### config.mk
export PLATFORM = sky130hd
export DESIGN_NAME = dispensador_bebida
export DESIGN_NICKNAME = d
export VERILOG_FILES = /design/src/rtl/dispensador_bebida.sv
export SDC_FILE = /design/constraint.sdc
export NUM_CORES = 1
export LEC_CHECK = 0
export CAP_MARGIN = 20
export CELL_PAD_IN_SITES_DETAIL_PLACEMENT = 0
export CELL_PAD_IN_SITES_GLOBAL_PLACEMENT = 1
export CORE_MARGIN = 2
export CORE_UTILIZATION = 35
export DETAILED_ROUTE_END_ITERATION = 10
export GPL_TIMING_DRIVEN = 0
export PLACE_DENSITY = 0.78
export RECOVER_POWER = 100
export REMOVE_ABC_BUFFERS = 1
export SETUP_SLACK_MARGIN = 0.4
export SYNTH_ARGS = -nofsm -noshare
export SYNTH_HDL_FRONTEND = slang
export SYNTH_SLANG_ARGS = --single-unit
export TNS_END_PERCENT = 30
### constraint.sdc
create_clock -name clk -period 4.6 [get_ports clk]
set_clock_uncertainty 0.05 [all_clocks]
set_input_delay 1.15 -clock clk [delete_from_list [all_inputs] [get_ports clk]]
set_output_delay 1.15 -clock clk [all_outputs]
set_load 0.005 [all_outputs]
### src/rtl/dispensador_bebida.sv
// Drink dispenser: answers the menu FSM's REQ/ACK handshake, runs a timed pour and purge, and counts drinks served.
// Optional cup sensing (CUP port, CUP_WAIT state, CUP_TIMEOUT) is enabled with `define CUP_SENSE_EN.
module dispensador_bebida #(
    parameter int POUR_1    = 8,
    parameter int POUR_2    = 12,
    parameter int POUR_3    = 16,
    parameter int PURGE_CYC = 2,
    parameter int CW        = 8
`ifdef CUP_SENSE_EN
    , parameter int CUP_TIMEOUT = 20
`endif
) (
    input  logic       clk,
    input  logic       reset,
    input  logic       REQ,
    input  logic [2:0] DISP,
`ifdef CUP_SENSE_EN
    input  logic       CUP,
`endif
    output logic       ACK,
    output logic       BUSY,
    output logic [2:0] VALVE,
    output logic       DONE,
    output logic       ERR,
    output logic [7:0] SERVED
);

`ifdef CUP_SENSE_EN
    typedef enum logic [2:0] {S_IDLE, S_POUR, S_PURGE, S_WAIT_REL, S_CUP_WAIT} state_t;
    localparam logic [CW-1:0] L_CUP_TO = CW'(CUP_TIMEOUT - 1);
`else
    typedef enum logic [1:0] {S_IDLE, S_POUR, S_PURGE, S_WAIT_REL} state_t;
`endif

    localparam logic [CW-1:0] L_POUR1  = CW'(POUR_1 - 1);
    localparam logic [CW-1:0] L_POUR2  = CW'(POUR_2 - 1);
    localparam logic [CW-1:0] L_POUR3  = CW'(POUR_3 - 1);
    localparam logic [CW-1:0] L_PURGE  = CW'(PURGE_CYC - 1);
    localparam logic [CW-1:0] CNT_ZERO = {CW{1'b0}};
    localparam logic [CW-1:0] CNT_ONE  = {{(CW-1){1'b0}}, 1'b1};

    state_t        r_state, w_state_nxt;
    logic [CW-1:0] r_cnt, w_cnt_nxt;
    logic [2:0]    r_code, w_code_nxt;
    logic [2:0]    r_valve, w_valve_nxt;
    logic          r_ack, w_ack_nxt;
    logic          r_busy;
    logic          r_done, w_done_nxt;
    logic          r_err, w_err_nxt;
    logic [7:0]    r_served, w_served_nxt;
    logic          w_valid;

    // Counter preload for a pour: the cycle count minus one, so count 0 is the last valve-open cycle.
    function automatic logic [CW-1:0] pour_load(input logic [2:0] code);
        case (code)
            3'b001:  pour_load = L_POUR1;
            3'b010:  pour_load = L_POUR2;
            3'b100:  pour_load = L_POUR3;
            default: pour_load = L_POUR1;
        endcase
    endfunction

    assign w_valid = (DISP == 3'b001) || (DISP == 3'b010) || (DISP == 3'b100);

    // Next-state and next-output decode.
    always_comb begin
        w_state_nxt  = r_state;
        w_cnt_nxt    = r_cnt;
        w_code_nxt   = r_code;
        w_valve_nxt  = r_valve;
        w_ack_nxt    = 1'b0;
        w_done_nxt   = 1'b0;
        w_err_nxt    = 1'b0;
        w_served_nxt = r_served;
        case (r_state)
            S_IDLE: begin
                if (REQ && w_valid) begin
                    w_ack_nxt  = 1'b1;
                    w_code_nxt = DISP;
`ifdef CUP_SENSE_EN
                    if (!CUP) begin
                        w_state_nxt = S_CUP_WAIT;
                        w_cnt_nxt   = L_CUP_TO;
                    end else begin
                        w_state_nxt = S_POUR;
                        w_valve_nxt = DISP;
                        w_cnt_nxt   = pour_load(DISP);
                    end
`else
                    w_state_nxt = S_POUR;
                    w_valve_nxt = DISP;
                    w_cnt_nxt   = pour_load(DISP);
`endif
                end else if (REQ) begin
                    w_err_nxt   = 1'b1;
                    w_state_nxt = S_WAIT_REL;
                end else begin
                    w_state_nxt = S_IDLE;
                end
            end
`ifdef CUP_SENSE_EN
            S_CUP_WAIT: begin
                if (CUP) begin
                    w_state_nxt = S_POUR;
                    w_valve_nxt = r_code;
                    w_cnt_nxt   = pour_load(r_code);
                end else if (r_cnt == CNT_ZERO) begin
                    w_err_nxt   = 1'b1;
                    w_state_nxt = S_WAIT_REL;
                end else begin
                    w_cnt_nxt = r_cnt - CNT_ONE;
                end
            end
`endif
            S_POUR: begin
`ifdef CUP_SENSE_EN
                // Cup removed mid-pour: shut the valve and abort without counting the drink.
                if (!CUP) begin
                    w_valve_nxt = 3'b000;
                    w_err_nxt   = 1'b1;
                    w_state_nxt = S_WAIT_REL;
                end else
`endif
                if (r_cnt == CNT_ZERO) begin
                    w_valve_nxt = 3'b000;
                    w_cnt_nxt   = L_PURGE;
                    w_state_nxt = S_PURGE;
                end else begin
                    w_valve_nxt = r_code;
                    w_cnt_nxt   = r_cnt - CNT_ONE;
                end
            end
            S_PURGE: begin
                if (r_cnt == CNT_ZERO) begin
                    w_done_nxt   = 1'b1;
                    w_state_nxt  = S_WAIT_REL;
                    w_served_nxt = (r_served == 8'hFF) ? 8'hFF : r_served + 8'd1;
                end else begin
                    w_cnt_nxt = r_cnt - CNT_ONE;
                end
            end
            S_WAIT_REL: begin
                if (!REQ) begin
                    w_state_nxt = S_IDLE;
                end else begin
                    w_state_nxt = S_WAIT_REL;
                end
            end
            default: begin
                w_state_nxt = S_IDLE;
                w_valve_nxt = 3'b000;
            end
        endcase
    end

    // State, counter and registered outputs; reset drops the valve without waiting for a clock.
    always_ff @(posedge clk or posedge reset) begin
        if (reset) begin
            r_state  <= S_IDLE;
            r_cnt    <= CNT_ZERO;
            r_code   <= 3'b000;
            r_valve  <= 3'b000;
            r_ack    <= 1'b0;
            r_busy   <= 1'b0;
            r_done   <= 1'b0;
            r_err    <= 1'b0;
            r_served <= 8'h00;
        end else begin
            r_state  <= w_state_nxt;
            r_cnt    <= w_cnt_nxt;
            r_code   <= w_code_nxt;
            r_valve  <= w_valve_nxt;
            r_ack    <= w_ack_nxt;
            r_busy   <= (w_state_nxt != S_IDLE);
            r_done   <= w_done_nxt;
            r_err    <= w_err_nxt;
            r_served <= w_served_nxt;
        end
    end

    assign ACK    = r_ack;
    assign BUSY   = r_busy;
    assign VALVE  = r_valve;
    assign DONE   = r_done;
    assign ERR    = r_err;
    assign SERVED = r_served;

endmodule

# After elaboration in Yosys (flattened, before gate mapping)
# Cells that the tools add are included.
[word_totals]
ram_bits = 0
out_inout_bits = 15
ff_bits = 28
rom_bits = 0
latch_bits = 0
inputBits = 6
n_memories = 0
[classes]
n_eq_ne = 9
reduce_logical = 12
addsub = 2
bitwise = 0
muxes = 21
n_mul = 0
n_div = 0
n_lt_le_gt_ge = 0
n_shift = 0
[ops]
columns = ["operator", "count"]
rows = [
  ["2-to-1 mux 8 bit", 4],
  ["one-hot mux 8 bit (3 select lines)", 1],
  ["adder 8 x 1 -> 8 bit, second input constant", 1],
  ["equality test 8 bit, second input constant", 1],
  ["logical NOT 8 bit", 1],
  ["2-to-1 mux 2 bit", 4],
  ["one-hot mux 2 bit (4 select lines)", 1],
  ["one-hot mux 4 bit (2 select lines)", 1],
  ["subtractor 8 x 1 -> 8 bit, second input constant", 1],
  ["2-to-1 mux 1 bit", 7],
  ["2-to-1 mux 3 bit", 2],
  ["one-hot mux 3 bit (2 select lines)", 1],
  ["AND reduction 2 bit", 3],
  ["equality test 2 bit, second input constant", 2],
  ["!= test 2 bit, second input constant", 2],
  ["nonzero test 2 bit", 2],
  ["equality test 3 x 1 -> 1 bit, second input constant", 1],
  ["equality test 3 x 2 -> 1 bit, second input constant", 1],
  ["equality test 3 bit, second input constant", 1],
  ["AND reduction 3 bit", 1],
  ["nonzero test 3 bit", 1],
  ["equality test 2 x 1 -> 1 bit, second input constant", 1],
  ["logical NOT 2 bit", 1],
  ["logical OR 1 bit", 2],
  ["logical AND 1 bit", 1],
]

# Logic depth before layout (Yosys ltp)
# Gate-level depths: netlist of the first run.
[depth]
ltp_word = 7
ltp_mapped = 7
ltp_nobuf = 7

# Worst setup path after synthesis of the first run
# Ideal clock, no wire load.
[synth_timing]
kind = "input port to flip-flop"
startpoint = "in DISP[1]"
endpoint = "reg r_valve[0] (netlist: VALVE[0])"
t_arrival_ps = 2226
stages = 4
required_time_ps = 4425
setup_time_ps = 125
slack_ps = 2199
cell_sequence = "or3b_1 -> o21a_1 -> o22ai_1 -> mux2_2"
[synth_via]
elab_chain_len = 6
elab_cells_between_ends = 8
classes_between = "eq/ne (4); reduce/logical (4)"
[synth_rtl]
columns = ["element", "line", "rtl"]
rows = [
  ["start: declaration", "16", "input logic [2:0] DISP,"],
  ["equality test 3 x 1 -> 1 bit / equality test 3 x 2 -> 1 bit (equally long branches)", "63", "assign w_valid = (DISP == 3'b001) || (DISP == 3'b010) || (DISP == 3'b100);"],
  ["logical OR 1 bit", "63", ""],
  ["logical OR 1 bit *", "63", ""],
  ["logical AND 1 bit *", "77", "if (REQ && w_valid) begin"],
  ["!= test 2 bit (no source line) *", "-", ""],
  ["AND reduction 2 bit (no source line) *", "-", ""],
  ["end signal: assignment", "172", "r_valve <= w_valve_nxt;"],
  ["end: declaration", "45", "logic [2:0] r_valve, w_valve_nxt;"],
]
# Every way passes the cells marked *; elsewhere a longest branch is shown, timed or not.
# A chain may end at the register's enable or synchronous reset.

# Worst setup path in the final report of the first run
[layout_timing]
startpoint = "reg r_cnt[0]"
endpoint = "reg r_served[4] (netlist: SERVED[4])"
[layout_via]
elab_chain_len = 2
[layout_rtl]
columns = ["element", "line", "rtl"]
rows = [
  ["start: declaration", "43", "logic [CW-1:0] r_cnt, w_cnt_nxt;"],
  ["start signal: assignment", "170", "r_cnt <= w_cnt_nxt;"],
  ["logical NOT 8 bit", "134", "if (r_cnt == CNT_ZERO) begin"],
  ["AND reduction 2 bit (no source line)", "-", ""],
  ["end signal: assignment", "177", "r_served <= w_served_nxt;"],
  ["end: declaration", "50", "logic [7:0] r_served, w_served_nxt;"],
]
# Every way passes these cells.

==> metrics, run 1 <==
GRT met2 Usage=between 20% and 30%; DRC Markers=0; Synth area leaders=dfrtp_1 (41%), ha_1 (6.6%), o211ai_1 (3.5%); GR Util met3=3.29%; Die Wd=73.9 um; Total Routed Length=around 3.6 mm; mapped cell area=1710 sq um; LEAKAGE=0.000900 uW; initial antenna violation count=0; Placement Rows=25; syn avg cell area=9.82 sq um; Critical Path Source Type=flop; Worst R2R Setup Slack=1.19 ns; max cap viols=0; Max Slew Vio Count=0; vias per cell=5.38; GRT overflow=0; initial core utilization=36.2%; Reg-to-Reg Start=r_cnt[0]$_DFFE_PP0P_; FF+latch count, synth=28; CP required=4.71 ns; ys async rst share=100%; Power Total=approximately 400 uW; Setup Viol. Count Final=0; Post-synth EDFFs=0; RSZ-0062 raised after global routing=false; ys flop type=dfrtp_1; Final GP Congestion=0.830; DIE AREA=5460 sq um; worst-margin pin slew=1.47 ns; I/O Pins=21; number of global-route vias before repair=1378; largest net degree at the start of global routing=20; hpwl dp=2.64 mm; Post-CTS Hold Fix Bufs=0; diode count=0; outcome=finished clean; P per Cell Area=199 nW/um^2; H-tree depth=1; crit path launch=r_cnt[0]$_DFFE_PP0P_; initial DRC count=57; Crit. End Element=flop; global route hottest layer=met2; R2R depth=7; area grow syn2layout=16.9%; post-synthesis sequential area ratio=41.0%; root buf cell=clkbuf_8; Yosys top cell area share=41.0%; post-route ant nets=0; clock sink count=28; Tot GR Track Use=15.0%; Hold Path Depth=1; Post-CTS Resized=0; Core Box Area=4720 sq um; Port-buffer cells=20; share of layout cells above drive strength 1=under 10%; drt first pass iters=4; Tightest Hold Check Type=reg -> reg; setup TNS=0 ns; CTS tree=built; CP Capture Point=SERVED[4]$_DFFE_PP0N_; fin area=2000 sq um; top cells by count, synth=dfrtp_1 (28), inv_1 (12), nand2_1 (12); Final Hold Fails=0; DP Area=1990 sq um; synth unique cells=50; CP Class=reg -> reg; nets=210; Longest Clk Path Bufs=2; first-pass GRT wire length=6.46 mm; R2R Path End=SERVED[4]$_DFFE_PP0N_; WP data arrival=3.52 ns; area leader, netlist=dfrtp_1; minimum clock period=3.41 ns; Mapped Cells=around 170; worst skew pair latency=between 0.2 and 0.3 ns; Chip Height=approximately 74 um; crit-path max FO=13; yosys warns=0; DR WL/cell=between 10 and 15 um; Hold WS=0.443 ns; vias post-DR=1398; Final Non-Filler Cells=260; Final period util=between 70% and 80%; VDD IR max=121 uV; Slew Limit Headroom=1.72%; grt met1 use=21.8%; Peak Freq=between 200 and 300 MHz; top-count cell post-synth=dfrtp_1; DP Cell Count=around 260; postcts setup bufs=0; Reg clk slew, reported paths=0.10 ns; CTS buffer count=3
-- state kept, by name, summed over array words and instances, names as in the netlist --
register	cells
ERR	1
r_state	2
ACK	1
BUSY	1
DONE	1
VALVE	3
r_code	3
r_cnt	8
SERVED	8
-- final cells by class --
cell class / instances / area [sq um]
clock buffer: 3 / 41.3
fill: 483 / 2730
inverter: 13 / 50.0
multi-input combinational: 127 / 913
sequential: 28 / 701
tap: 67 / 83.8
timing repair buffer: 22 / 209
-- cells in the final DEF (no fill, tap or decap), types with 2 or more instances in the layout --
cell | netlist | final
inv_1 | 12 | 12
o211ai_1 | 8 | 8
a31oi_1 | 5 | 5
a21o_1 | 2 | 2
o32ai_1 | 2 | 2
o21ai_0 | 3 | 4
o22a_1 | 2 | 2
nand2_1 | 12 | 12
clkdlybuf4s50_1 | 0 | 3
and3_1 | 4 | 4
a21oi_1 | 11 | 11
clkbuf_8 | 0 | 3
and2_0 | 0 | 2
dfrtp_1 | 28 | 28
ha_1 | 9 | 9
o21bai_1 | 2 | 2
dlygate4sd3_1 | 0 | 17
nand2b_1 | 2 | 2
or3b_1 | 2 | 2
o2111ai_1 | 2 | 2
nand3_1 | 8 | 9
mux2_2 | 3 | 3
nor3b_1 | 1 | 2
and2_1 | 3 | 2
mux2_1 | 5 | 5
o2bb2ai_1 | 4 | 4
o221ai_1 | 3 | 3
a221oi_1 | 2 | 2
nor2_1 | 7 | 7
nor3_1 | 3 | 3
nand4_1 | 3 | 3
-- per-stage QoR --
stage | worst slack [ns] | util, %
3_3_place_gp | 0.922 | 41.5
3_5_place_dp | 1.23 | 42.2
5_1_grt | 0.845 | 42.3
4_1_cts | 1.53 | 43.1
2_1_floorplan | 1.93 | -
6_report | 1.19 | 42.3
-- metal layers --
metal / up-vias / part of all wire (%)
li1: 697 / -
met1: 685 / 51
met2: 14 / 47
met3: 2 / 2.0
met4: 0 / 0.25
met5: - / 0
-- logic make-up after synthesis --
| group | synth area share (%) |
|---|---|
| adders and majority gates | 6.59 |
| xor gates and xnor gates | 0.513 |
| buffers and inverters | 4.83 |
| muxes | 5.27 |
| DFF | 41.0 |
| and+or+nand+nor | 19.2 |
| AOI/OAI and AO/OA | 22.6 |
-- worst max-delay path: stages (launching register included) --
cell        delay [ns]
dfrtp_1           0.45
inv_1             0.10
ha_1              0.18
nor3b_1           1.17
nand3_1           0.49
clkinvlp_2        0.39
nand4_1           0.14
mux2_1            0.33
-- how the worst min path moves through the flow --
stage	from	end	slack (ns)
finish	r_code[0]$_DFFE_PP0P_	r_code[0]$_DFFE_PP0P_	0.44
global route	VALVE[0]$_DFFE_PP0P_	VALVE[0]$_DFFE_PP0P_	0.48
CTS	r_code[0]$_DFFE_PP0P_	r_code[0]$_DFFE_PP0P_	0.45
detailed placement	r_code[0]$_DFFE_PP0P_	r_code[0]$_DFFE_PP0P_	0.42
global placement	r_code[0]$_DFFE_PP0P_	r_code[0]$_DFFE_PP0P_	0.42
floorplan	r_code[0]$_DFFE_PP0P_	r_code[0]$_DFFE_PP0P_	0.41
-- power breakdown --
group | switching [uW] | internal [uW]
Combinational | 10.1 | 5.98
Sequential | 0 | 246
Clock | 76.6 | 58.9
Total | 86.7 | 311
(Power assumes the default switching activity.)
==> inputs of run 2 (changes only) <==
PLACE_DENSITY = 0.8   (was 0.78)
clock period = 2.9 ns   (was 4.6 ns; I/O delays follow)
==> metrics, run 2 (same netlist as run 1, synthesis figures left out) <==
met3 wire len=117 um; CTS tree=built; most frequent cells in the layout=dfrtp_1 (28), dlygate4sd3_1 (17), nand2_1 (12), inv_1 (12), a21oi_1 (11); dpl ws=between 0.06 and 0.07 ns; DR WL/cell=approximately 14 um; Final period util=89.1%; I/O Pins=21; H-tree depth=1; Max Slew Vio Count=0; R2R Path End=SERVED[4]$_DFFE_PP0N_; VDD IR max=~190 uV; DRC Markers=0; postcts setup bufs=0; vias per cell=5.38; CTS buffer count=3; Reg-to-Reg Start=r_cnt[0]$_DFFE_PP0P_; Worst R2R Setup Slack=0.45 ns; CP Capture Point=r_cnt[7]$_DFFE_PP0P_; Tot GR Track Use=14.9%; Stages on worst setup path=6; Placement Rows=25; Peak Freq=387 MHz; WP data arrival=2.69 ns; Reg clk slew, reported paths=0.09 ns; Longest Clk Path Bufs=2; minimum clock period=2.58 ns; first-pass GRT wire length=6.42 mm; GRT overflow=0; Port-buffer cells=20; largest net degree at the start of global routing=29; metal2 WL=1.66 mm; max cap viols=0; Chip Height=73.9 um; LEAKAGE=0.000909 uW; Buf/Inv on CP=2; met1 WL=1.88 mm; slowest stage delay, CP=0.62 ns; drt first pass iters=4; crit-path max FO=9; DP Area=1970 sq um; Tightest Hold Check Type=reg -> reg; worst-margin pin slew=0.919 ns; Max Used Layer=met4; Core Box Area=4720 sq um; CP Class=in -> reg; Slew Limit Headroom=38.7%; area grow syn2layout=18.4%; initial antenna violation count=0; post-route ant nets=0; DP Cell Count=256; initial core utilization=between 30% and 40%; most common cell after layout, fill and taps aside=dfrtp_1; Die Wd=73.9 um; Final Hold Fails=0; vias post-DR=1400; initial DRC count=78; crit path launch=DISP[2]; worst skew pair latency=0.27 ns; DIE AREA=5460 sq um; outcome=finished clean; Final GP Congestion=0.809; slowest cell on the critical path=clkdlybuf4s50_1; fin area=2020 sq um; share of layout cells above drive strength 1=around 6.7%; Total Routed Length=~3.7 mm; Crit. End Element=flop; Crit path max-delay family=buffers and inverters; worst min-delay path startpoint=r_code[0]$_DFFE_PP0P_; nets=210; Hold Path Depth=1; Cell Chain, Critical Path=clkdlybuf4s50_1 > xnor2_1 > o311ai_2 > clkbuf_1 > a21oi_1 > or3b_1; CP required=3.01 ns; Critical Path Source Type=input pin; Final Non-Filler Cells=260; hpwl dp=2.51 mm; Setup Viol. Count Final=0; P per Cell Area=310 nW/um^2; diode count=0; # fillers=466; R2R depth=7; setup ws final=~0.32 ns; root buf cell=clkbuf_8; RSZ-0062 raised after global routing=true; number of global-route vias before repair=1364; clock sink count=28
[run 2: how the worst min path moves through the flow]
stage	to	slack (ns)
2_1_floorplan	r_code[0]$_DFFE_PP0P_	0.41
3_3_place_gp	r_code[0]$_DFFE_PP0P_	0.42
3_5_place_dp	r_code[0]$_DFFE_PP0P_	0.43
4_1_cts	r_code[0]$_DFFE_PP0P_	0.45
5_1_grt	r_code[2]$_DFFE_PP0P_	0.47
6_report	r_code[0]$_DFFE_PP0P_	0.45
[run 2: area by class of cell]
cell class	count	area (sq um)	share of cell area (%)
multi-input combinational	127	941	46.5
sequential	28	701	34.6
timing repair buffer	22	208	10.3
tap	67	83.8	4.14
inverter	13	50.0	2.47
clock buffer	3	41.3	2.04
[run 2: power breakdown]
group / leakage [uW] / switching (uW) / internal, uW
combinational: 0.000538 / 17.8 / 9.48
sequential: 0.000350 / 0 / 390
clock: 0.0000216 / 117 / 93.3
[run 2: metrics by stage]
| stage | utilization (%) | setup TNS [ns] | power [uW] | hold slack [ns] |
|---|---|---|---|---|
| floorplan | - | 0 | 410 | 0.408 |
| global placement | 41.5 | -2.32 | 424 | 0.421 |
| detailed placement | 41.6 | 0 | 424 | 0.429 |
| CTS | 42.9 | 0 | 640 | 0.452 |
| global route | 42.9 | 0 | 657 | 0.471 |
| finish | 42.9 | 0 | 628 | 0.447 |
[run 2: routing by layer]
| layer | vias to the layer above | GRT usage (%) |
|---|---|---|
| li1 | 698 | - |
| met1 | 671 | 21.4 |
| met2 | 27 | 22.8 |
| met3 | 4 | 3.57 |
| met4 | 0 | 3.23 |
| met5 | - | 0 |
[run 2: timing repair]
action / in CTS / in global routing
endpoints found under the hold margin: 0 / 0
gates resized for setup: 3 / 1
endpoints found under the setup margin: 10 / 9
hold buffers: 0 / 0
==> inputs of run 3 (changes only) <==
CORE_MARGIN = unset   (was 2)
SKIP_CTS_REPAIR_TIMING = 1   (was unset)
==> metrics, run 3 (same netlist as run 1, synthesis figures left out) <==
outcome=finished clean; slowest stage delay, CP=0.63 ns; vias post-DR=roughly 1400; drt first pass iters=4; Tightest Hold Check Type=reg -> reg; RSZ-0062 raised after global routing=true; post-route ant nets=0; DIE AREA=5170 sq um; diode count=0; largest net degree at the start of global routing=29; max cap viols=0; CTS tree=built; most common cell after layout, fill and taps aside=dfrtp_1; crit-path max FO=9; H-tree depth=1; WP data arrival=2.65 ns; initial antenna violation count=0; Chip Height=around 72 um; Setup Viol. Count Final=0; CP required=2.99 ns; slowest cell on the critical path=dlygate4sd3_1; Tot GR Track Use=14.5%; CTS buffer count=3; Crit. End Element=flop; VDD IR max=140 uV; root buf cell=clkbuf_8; first-pass GRT wire length=roughly 6.0 mm; vias per cell=between 5 and 6; share of layout cells above drive strength 1=6.74%; Peak Freq=391 MHz; # fillers=458; DP Area=1970 sq um; Port-buffer cells=20; Crit path max-delay family=buffers and inverters; Buf/Inv on CP=2; DR WL/cell=13.5 um; Max Slew Vio Count=0; Final period util=88.1%; area grow syn2layout=18.5%; initial core utilization=36.2%; P per Cell Area=308 nW/um^2; Longest Clk Path Bufs=2; Reg clk slew, reported paths=0.09 ns; nets=210; hpwl dp=2.45 mm; Placement Rows=25; LEAKAGE=0.000916 uW; Slew Limit Headroom=38.7%; GRT overflow=0; setup TNS=0 ns; Total Routed Length=around 3.5 mm; initial DRC count=74; Die Wd=around 72 um; I/O Pins=21; worst-margin pin slew=0.920 ns; Critical Path Source Type=input pin; DRC Markers=0; number of global-route vias before repair=1257; clock sink count=28; minimum clock period=2.56 ns; Cell Chain, Critical Path=dlygate4sd3_1 > xnor2_1 > o311ai_2 > buf_2 > and2_0 > o211ai_1; CP Class=in -> reg; fin area=slightly above 2000 sq um; Core Box Area=~4700 sq um; Final GP Congestion=0.835; Hold WS=approximately 0.44 ns; Final Hold Fails=0; worst skew pair latency=0.27 ns; most frequent cells in the layout=dfrtp_1 (28), dlygate4sd3_1 (17), nand2_1 (12), inv_1 (12), a21oi_1 (11)
## run 3: area by class of cell
type	instances	area (sq um)	area share, %
multi-input cells	127	938	46.3
flip-flops and latches	28	701	34.6
repair buffers	22	211	10.4
well taps	67	83.8	4.14
inverters	13	50.0	2.47
clock buffers	3	41.3	2.04
## run 3: per-stage QoR
stage | setup slack, ns | util, % | std cells | power [uW]
3_5_place_dp | 0.0858 | 41.6 | 256 | 424
4_1_cts | 0.168 | 42.5 | 259 | 636
5_1_grt | 0.228 | 42.9 | 260 | 653
6_report | 0.344 | 42.9 | 260 | 625
2_1_floorplan | 0.650 | - | 168 | 410
3_3_place_gp | -0.314 | 41.5 | 255 | 424
## run 3: worst paths after layout
path,from,to,slack (ns),cells after the start
setup / recovery,DISP[2],r_cnt[2]$_DFFE_PP0P_,0.34,6
hold / removal,r_code[2]$_DFFE_PP0P_,r_code[2]$_DFFE_PP0P_,0.44,1
setup reg to reg,r_cnt[0]$_DFFE_PP0P_,SERVED[6]$_DFFE_PP0N_,0.44,6
hold reg to reg,r_code[2]$_DFFE_PP0P_,r_code[2]$_DFFE_PP0P_,0.44,1
max in group asynchronous,reset,r_state[1]$_DFF_PP0_,0.80,3
min in group asynchronous,reset,SERVED[5]$_DFFE_PP0N_,0.82,2
## run 3: layer usage
metal	up-vias	global-route usage, %	routed length [um]
li1	699	-	-
met1	683	21.0	1790
met2	21	22.9	1610
met3	5	2.95	99
met4	0	2.61	21
met5	-	0	0
## run 3: where the power goes
| part | leakage [uW] | internal, uW | switching [uW] | total, uW |
|---|---|---|---|---|
| registers | 0.000350 | 390 | 0 | 390 |
| clock network | 0.0000216 | 93.3 | 115 | 209 |
| logic | 0.000545 | 9.35 | 16.5 | 25.9 |
| total | 0.000916 | 493 | 132 | 625 |
